===== src/rtl/clock_divider_multi.sv =====
`default_nettype none
// ============================================================================
// Module   : clock_divider_multi
// Brief    : NUM_CH independent runtime-programmable clock dividers with a
//            valid/ready divisor port; new divisors take effect on period
//            boundaries. Define CLKDIV_STATUS_EN to expose phase/pending.
// Revision : 1.0 - initial release
// ============================================================================
module clock_divider_multi #(
    parameter int NUM_CH    = 2,
    parameter int DIV_W     = 28,
    parameter int RESET_DIV = 4,
    localparam int CH_W     = (NUM_CH > 1) ? $clog2(NUM_CH) : 1
) (
    input  logic                     clk,
    input  logic                     rst,
    input  logic [NUM_CH-1:0]        en,
    input  logic                     cfg_valid,
    output logic                     cfg_ready,
    input  logic [CH_W-1:0]          cfg_ch,
    input  logic [DIV_W-1:0]         cfg_div,
    output logic [NUM_CH-1:0]        CLK,
    output logic [NUM_CH-1:0]        tick
`ifdef CLKDIV_STATUS_EN
    ,
    output logic [NUM_CH*DIV_W-1:0]  phase,
    output logic [NUM_CH-1:0]        pending
`endif
);

    localparam logic [DIV_W-1:0] C_RESET_DIV = DIV_W'(RESET_DIV);
    localparam logic [DIV_W-1:0] C_ONE       = DIV_W'(1);
    localparam logic [DIV_W-1:0] C_TWO       = DIV_W'(2);

    logic [DIV_W-1:0]  r_cnt      [NUM_CH];
    logic [DIV_W-1:0]  r_div_act  [NUM_CH];
    logic [DIV_W-1:0]  r_div_pend [NUM_CH];
    logic [NUM_CH-1:0] r_pend;
    logic [NUM_CH-1:0] r_clk;
    logic [NUM_CH-1:0] r_tick;

    logic [NUM_CH-1:0] w_run;
    logic [NUM_CH-1:0] w_last;
    logic [NUM_CH-1:0] w_apply;
    logic [NUM_CH-1:0] w_acc;

    // Out-of-range channel selects read as ready so such writes drain harmlessly.
    always_comb begin
        cfg_ready = 1'b1;
        for (int i = 0; i < NUM_CH; i++) begin
            if (cfg_ch == CH_W'(i)) begin
                cfg_ready = ~r_pend[i];
            end
        end
    end

    always_comb begin
        w_run   = '0;
        w_last  = '0;
        w_apply = '0;
        w_acc   = '0;
        for (int i = 0; i < NUM_CH; i++) begin
            w_run[i]   = en[i] && (r_div_act[i] >= C_TWO);
            w_last[i]  = (r_cnt[i] == (r_div_act[i] - C_ONE));
            w_apply[i] = r_pend[i] && (!w_run[i] || w_last[i]);
            w_acc[i]   = cfg_valid && cfg_ready && (cfg_ch == CH_W'(i));
        end
    end

    // Accept and apply never coincide on a channel: accept needs pend low, apply needs it high.
    always_ff @(posedge clk or posedge rst) begin
        if (rst) begin
            for (int i = 0; i < NUM_CH; i++) begin
                r_cnt[i]      <= '0;
                r_div_act[i]  <= C_RESET_DIV;
                r_div_pend[i] <= '0;
            end
            r_pend <= '0;
            r_clk  <= '0;
            r_tick <= '0;
        end else begin
            for (int i = 0; i < NUM_CH; i++) begin
                if (w_acc[i]) begin
                    r_div_pend[i] <= cfg_div;
                    r_pend[i]     <= 1'b1;
                end
                if (w_apply[i]) begin
                    r_div_act[i] <= r_div_pend[i];
                    r_cnt[i]     <= '0;
                    r_pend[i]    <= 1'b0;
                end else if (w_run[i]) begin
                    r_cnt[i] <= w_last[i] ? '0 : (r_cnt[i] + C_ONE);
                end else begin
                    r_cnt[i] <= '0;
                end
                r_clk[i]  <= w_run[i] && (r_cnt[i] < (r_div_act[i] >> 1));
                r_tick[i] <= w_run[i] && (r_cnt[i] == '0);
            end
        end
    end

    assign CLK  = r_clk;
    assign tick = r_tick;

`ifdef CLKDIV_STATUS_EN
    always_comb begin
        phase = '0;
        for (int i = 0; i < NUM_CH; i++) begin
            phase[i*DIV_W +: DIV_W] = r_cnt[i];
        end
    end
    assign pending = r_pend;
`endif

endmodule
`default_nettype wire


===== config.mk =====
export PLATFORM = sky130hd
export DESIGN_NAME = clock_divider_multi
export DESIGN_NICKNAME = d
export VERILOG_FILES = /design/src/rtl/clock_divider_multi.sv
export SDC_FILE = /design/constraint.sdc
export NUM_CORES = 1
export LEC_CHECK = 0
export CORE_MARGIN = 4
export CORE_UTILIZATION = 55
export DETAILED_ROUTE_END_ITERATION = 16
export HOLD_SLACK_MARGIN = 0.12
export PLACE_DENSITY = 0.73
export SYNTH_ARGS = -nofsm -noshare
export SYNTH_HDL_FRONTEND = slang
export SYNTH_SLANG_ARGS = --single-unit
export TNS_END_PERCENT = 50

===== constraint.sdc =====
create_clock -name clk -period 15.4 [get_ports clk]
set_input_delay 1.54 -clock clk [delete_from_list [all_inputs] [get_ports clk]]
set_output_delay 1.54 -clock clk [all_outputs]
set_load 0.01 [all_outputs]

Word-level counts from Yosys, hierarchy flattened
Index checks and enable logic that the tools add are counted.

storage, ports and cells
  register bits = 174
  latch bits = 0
  RAM bits = 0
  memory bits (read-only) = 0
  memories = 0

cells by class
  add/subtract/negate cells = 4
  multipliers = 0
  div/mod/pow operators = 0
  magnitude comparators = 4
  eq/ne operators = 2
  shifts and indexed selects = 0
  muxes and demuxes = 11
  bitwise logic cells = 3
  reductions and logical operators = 19

operators by type and width
  kind                   count
  $mux 28                6
  $add 28x1->28 const B  2
  $eq 28x28->1           2
  $ge 28x2->1 const B    2
  $logic_not 28->1       2
  $lt 28x27->1           2
  $sub 28x1->28 const B  2
  $logic_and 1x1->1      11
  $mux 1                 5
  $reduce_bool 2->1      2
  $not 1->1              3
  $logic_not 1->1        2
  $logic_or 1x1->1       2

Logic depth before layout (Yosys ltp)
  depth after elaboration = 6
  mapped depth = 14
  mapped depth without buffers = 10

Worst setup path after synthesis
OpenSTA, ideal clock, no wires.

  path kind = register to register
  from = register r_div_act[0] (netlist name)
  to = register r_div_act[0] (netlist name)
  setup time = 125 ps
  data arrival time = 3308 ps
  slack = 11967 ps
  stages on the path, launching flop included = 13
  path buffers = 2
  cells stage by stage = dfrtp_1 inv_1 ha_1 or4b_1 or2_1 clkbuf_1 or4_1 a22oi_1 o2111ai_1 nor4_2 o21ai_2 buf_6 mux2_4

between the ends
  word-level cells in the longest chain between the ends = 5

ends and longest elaborated chain
  element                                                                line  source
  start, declared                                                        36    logic [DIV_W-1:0] r_div_act [NUM_CH];
  start signal, assigned by index                                        88    r_div_act[i] <= r_div_pend[i];
  parallel branches: the longest is 3 deep, another holds $sub 28x1->28  -
  $logic_or 1x1->1 *                                                     65    w_apply[i] = r_pend[i] && (!w_run[i] || w_last[i]);
  $logic_and 1x1->1 *                                                    65

Every way passes the cells marked *.
A chain may end at the register's enable or synchronous reset.

Worst setup path after layout
  from = register r_div_act[15] (netlist name)
  to = register r_div_act[19] (netlist name)

The elaborated chain is that of the path after synthesis.

==> impl_results.rst <==
.. list-table::
   :header-rows: 1

   * - Metric
     - Value
   * - Peak supply drop
     - ~0.085 mV
   * - Final std cells w/o fill
     - 1,461
   * - Number of nets still failing antenna checks after routing
     - 0
   * - I/O pins
     - 39
   * - Combinational group share of total power
     - 24.6%
   * - CTS HTree Levels
     - 4
   * - Status
     - finished clean
   * - Area growth from synthesis to layout
     - 10.4%
   * - Sequential element share of the synthesized area
     - roughly two fifths
   * - Setup TNS after final layout
     - 0 ps
   * - Highest clock rate
     - 229 MHz
   * - Insertion delay to the later sink of the worst-skew pair
     - between 400 and 500 ps
   * - Number of maximum-capacitance constraint violations
     - 0
   * - Sw power
     - 0.481 mW
   * - Synthesized instance count
     - 1,192
   * - Hold Fails Final Rpt
     - 0
   * - Starting DRT DRC Count
     - 745
   * - Fin Clk Skew
     - 7.69 ps
   * - Highest net fanout along the worst path
     - 29
   * - Leak pwr
     - 5.39 nW
   * - Crit Reg-Reg Endpoint
     - r_div_act[19]
   * - Slew Viols, Final
     - 0
   * - Total standard cell area after synthesis
     - 0.0113 mm2
   * - Design Power
     - 1.48 mW
   * - Critical path class
     - register to register
   * - Pin count of the biggest net entering global routing
     - 103
   * - Share of power burned in registers
     - 43.2%
   * - Post-route DRC violation count
     - 0
   * - Vertical extent of the die
     - about 150 um
   * - Core area
     - around 0.02 mm2
   * - Number of nets in the synthesized netlist
     - 1,286
   * - Worst Hold Margin
     - between 500 and 600 ps
   * - Post-CTS setup buffer count
     - 0
   * - Element type at the critical path start
     - register
   * - Post-detailed-route via-to-cell ratio
     - approximately 6.2
   * - Warnings, synthesis
     - 0
   * - Setup Viol. Count Final
     - 0
   * - Clock share of power
     - 32.2%
   * - Average wire length per cell after detail routing
     - 18.5 um
   * - CTS buffer count
     - 17
   * - Worst slew margin relative to its limit
     - 24.7%
   * - Total global-route track usage
     - 24.1%
   * - Setup crit end
     - r_div_act[19]
   * - Total inserted antenna cells
     - 0
   * - Post-synthesis async set-or-reset flop share
     - 100%
   * - Unique masters post-synth
     - 65
   * - Core occupancy in the finished layout
     - 61.9%
   * - CTS Root Cell
     - clkbuf_16
   * - Vias after detailed routing
     - 9,092
   * - Internal power summed over all cells
     - 0.998 mW
   * - Ratio of cells with drive above 1 in the final layout
     - 12.3%
   * - Number of instances resized during post-cts repair
     - 0
   * - Class of the tightest hold or removal check
     - register to register
   * - Global-route wire length before repair
     - ~45,000 um
   * - Unrepaired setup endpoints after global routing
     - false
   * - Width of the die
     - 152 um
   * - Number of antenna violations at the first check in global routing
     - 0
   * - Most used flip-flop cell after synthesis
     - dfrtp_1
   * - Source of the worst register-to-register timing path
     - r_div_act[15]
   * - Clock sink total
     - 174
   * - Period utilisation layout
     - 28.4%
   * - Number of hold buffers added after CTS
     - 0
   * - Number of register bits inferred by synthesis
     - 174
   * - Full die area
     - 0.0230 mm2
   * - Global route total overflow
     - 0
   * - Required time of the critical path
     - 15,710 ps
   * - CTS tree
     - yes
   * - Time the worst path needs with I/O delays and setup
     - 4370 ps
   * - Worst-Margin Slew
     - 1120 ps
   * - First-pass iteration count of the detailed router
     - 5
   * - Mean instance size in the synthesized netlist
     - 9.52 um2
   * - Num rows
     - 52
   * - Net count of the finished layout
     - 1,272
   * - Detail Placement HPWL
     - between 15,000 and 20,000 um
   * - Starting Density
     - 56.1%
   * - Routed wire length
     - 27,000 um
   * - Standard cell area after detailed placement
     - 0.0119 mm2
   * - Worst Path Arrival
     - between 4000 and 5000 ps
   * - Worst setup startpoint
     - r_div_act[15]
   * - Number of cells on the worst reg-to-reg path
     - 9
   * - Final std cell area, no fill
     - 0.0125 mm2
   * - Port Buffer Count
     - 38
   * - Switching power as a share of total power
     - 32.5%
   * - Type of destination of the critical path
     - register
   * - Via count of the first global-routing pass
     - 8,483
   * - Power per Cell Area
     - 118 mW/mm2
   * - Number of enable-type register cells in the synthesized netlist
     - 0
   * - Buffer depth of the longest clock path
     - 2
   * - Post-CTS clock slew at the launch and capture registers of the worst setup and hold paths
     - 70 ps
   * - Placed Cells
     - 1,429
   * - Worst slack at placement
     - 11,040 ps
   * - Routability congestion estimate from global placement
     - about 0.91
   * - Minimum setup slack among reg-to-reg paths
     - 11,030 ps
   * - Fin worst setup slack
     - 11,030 ps
## flip-flops by register name, indices dropped and copies added, names as in the netlist
name	count
r_cnt	56
CLK	2
r_pend	2
r_div_act	56
r_div_pend	56
tick	2
## layout make-up
class                      count  area (um2)
tap                          270         338
multi-input combinational    868        6470
sequential                   174        4360
fill                        1684        7700
timing repair buffer          51         478
clock inverter                13         195
inverter                      66         253
clock buffer                  19         443
## power groups by stage
stage               registers, mW  clock network (mW)  logic [mW]
detailed placement          0.644                   0       0.359
finish                      0.639               0.476       0.364
global route                0.651               0.505       0.406
CTS                         0.637               0.483       0.363
global placement            0.642                   0       0.348
floorplan                   0.595                   0       0.304
## layer usage
| layer | global-route usage (%) | up-vias | share of wire, % |
|---|---|---|---|
| li1 | - | 4363 | - |
| met1 | 37.2 | 4470 | 49 |
| met2 | 35.5 | 230 | 44 |
| met5 | 0 | - | 0 |
| met3 | 4.07 | 29 | 5.0 |
| met4 | 5.30 | 0 | 1.3 |
## synth_stat cells (18+ instances only)
library cell / count / area [um2]
dfrtp_1: 172 / 4300
nor3_1: 74 / 370
nand3_1: 70 / 350
inv_1: 66 / 248
clkbuf_1: 65 / 244
mux2_2: 65 / 732
nand2_1: 64 / 240
xnor2_1: 62 / 543
ha_1: 60 / 751
xor2_1: 51 / 447
nor2_1: 48 / 180
a31oi_1: 35 / 219
nor4_1: 31 / 194
o22ai_1: 29 / 181
o311ai_1: 22 / 193
nand4_1: 21 / 131
a21o_1: 20 / 150
and3_1: 20 / 125
mux2_4: 20 / 300
a21oi_1: 18 / 90.1
## cell usage in the layout, fill, tap and decap left out, types with 15 or more instances in the layout
cell / n
or4_1: 15
clkdlybuf4s50_1: 38
ha_1: 60
o21ai_0: 16
nor3_1: 74
o22ai_1: 29
xnor2_1: 62
o311ai_1: 22
dfrtp_1: 171
nand4_1: 21
nand2_1: 64
nor2_1: 47
and3_1: 20
inv_1: 65
a31oi_1: 35
a21o_1: 20
nor4_1: 31
xor2_1: 51
a21oi_1: 18
clkbuf_16: 17
mux2_2: 65
mux2_4: 20
nand3_1: 70
## worst min path at each step
stage / startpoint / end / slack, ps / cells past startpoint
6_report: r_div_pend[8] / r_div_act[8] / 500 / 1
5_1_grt: r_div_pend[24] / r_div_pend[24] / 520 / 1
4_1_cts: r_div_pend[8] / r_div_act[8] / 500 / 1
3_5_place_dp: r_div_pend[8] / r_div_act[8] / 490 / 1
3_3_place_gp: r_div_pend[11] / r_div_act[11] / 480 / 1
2_1_floorplan: r_div_pend[19] / r_div_act[19] / 470 / 1
## critical path: stages (launching register included)
cell and delay [ps]:
dfrtp_1 460, or4_1 740, or4_1 660, o41ai_1 420, a22oi_1 150, o21ai_1 180
nor4_4 50, buf_4 250, o21ai_4 890, mux2_2 420
## kinds of logic after synthesis
family / Yosys count / synth area share [%]
DFF: 174 / 38.4
muxes: 88 / 9.36
adders and majority gates: 60 / 6.62
AOI/OAI and AO/OA: 202 / 12.6
xor gates and xnor gates: 113 / 8.72
and+or+nand+nor: 405 / 19.1
buffers and inverters: 150 / 5.19
No activity file was read; power rests on OpenSTA's default activity.
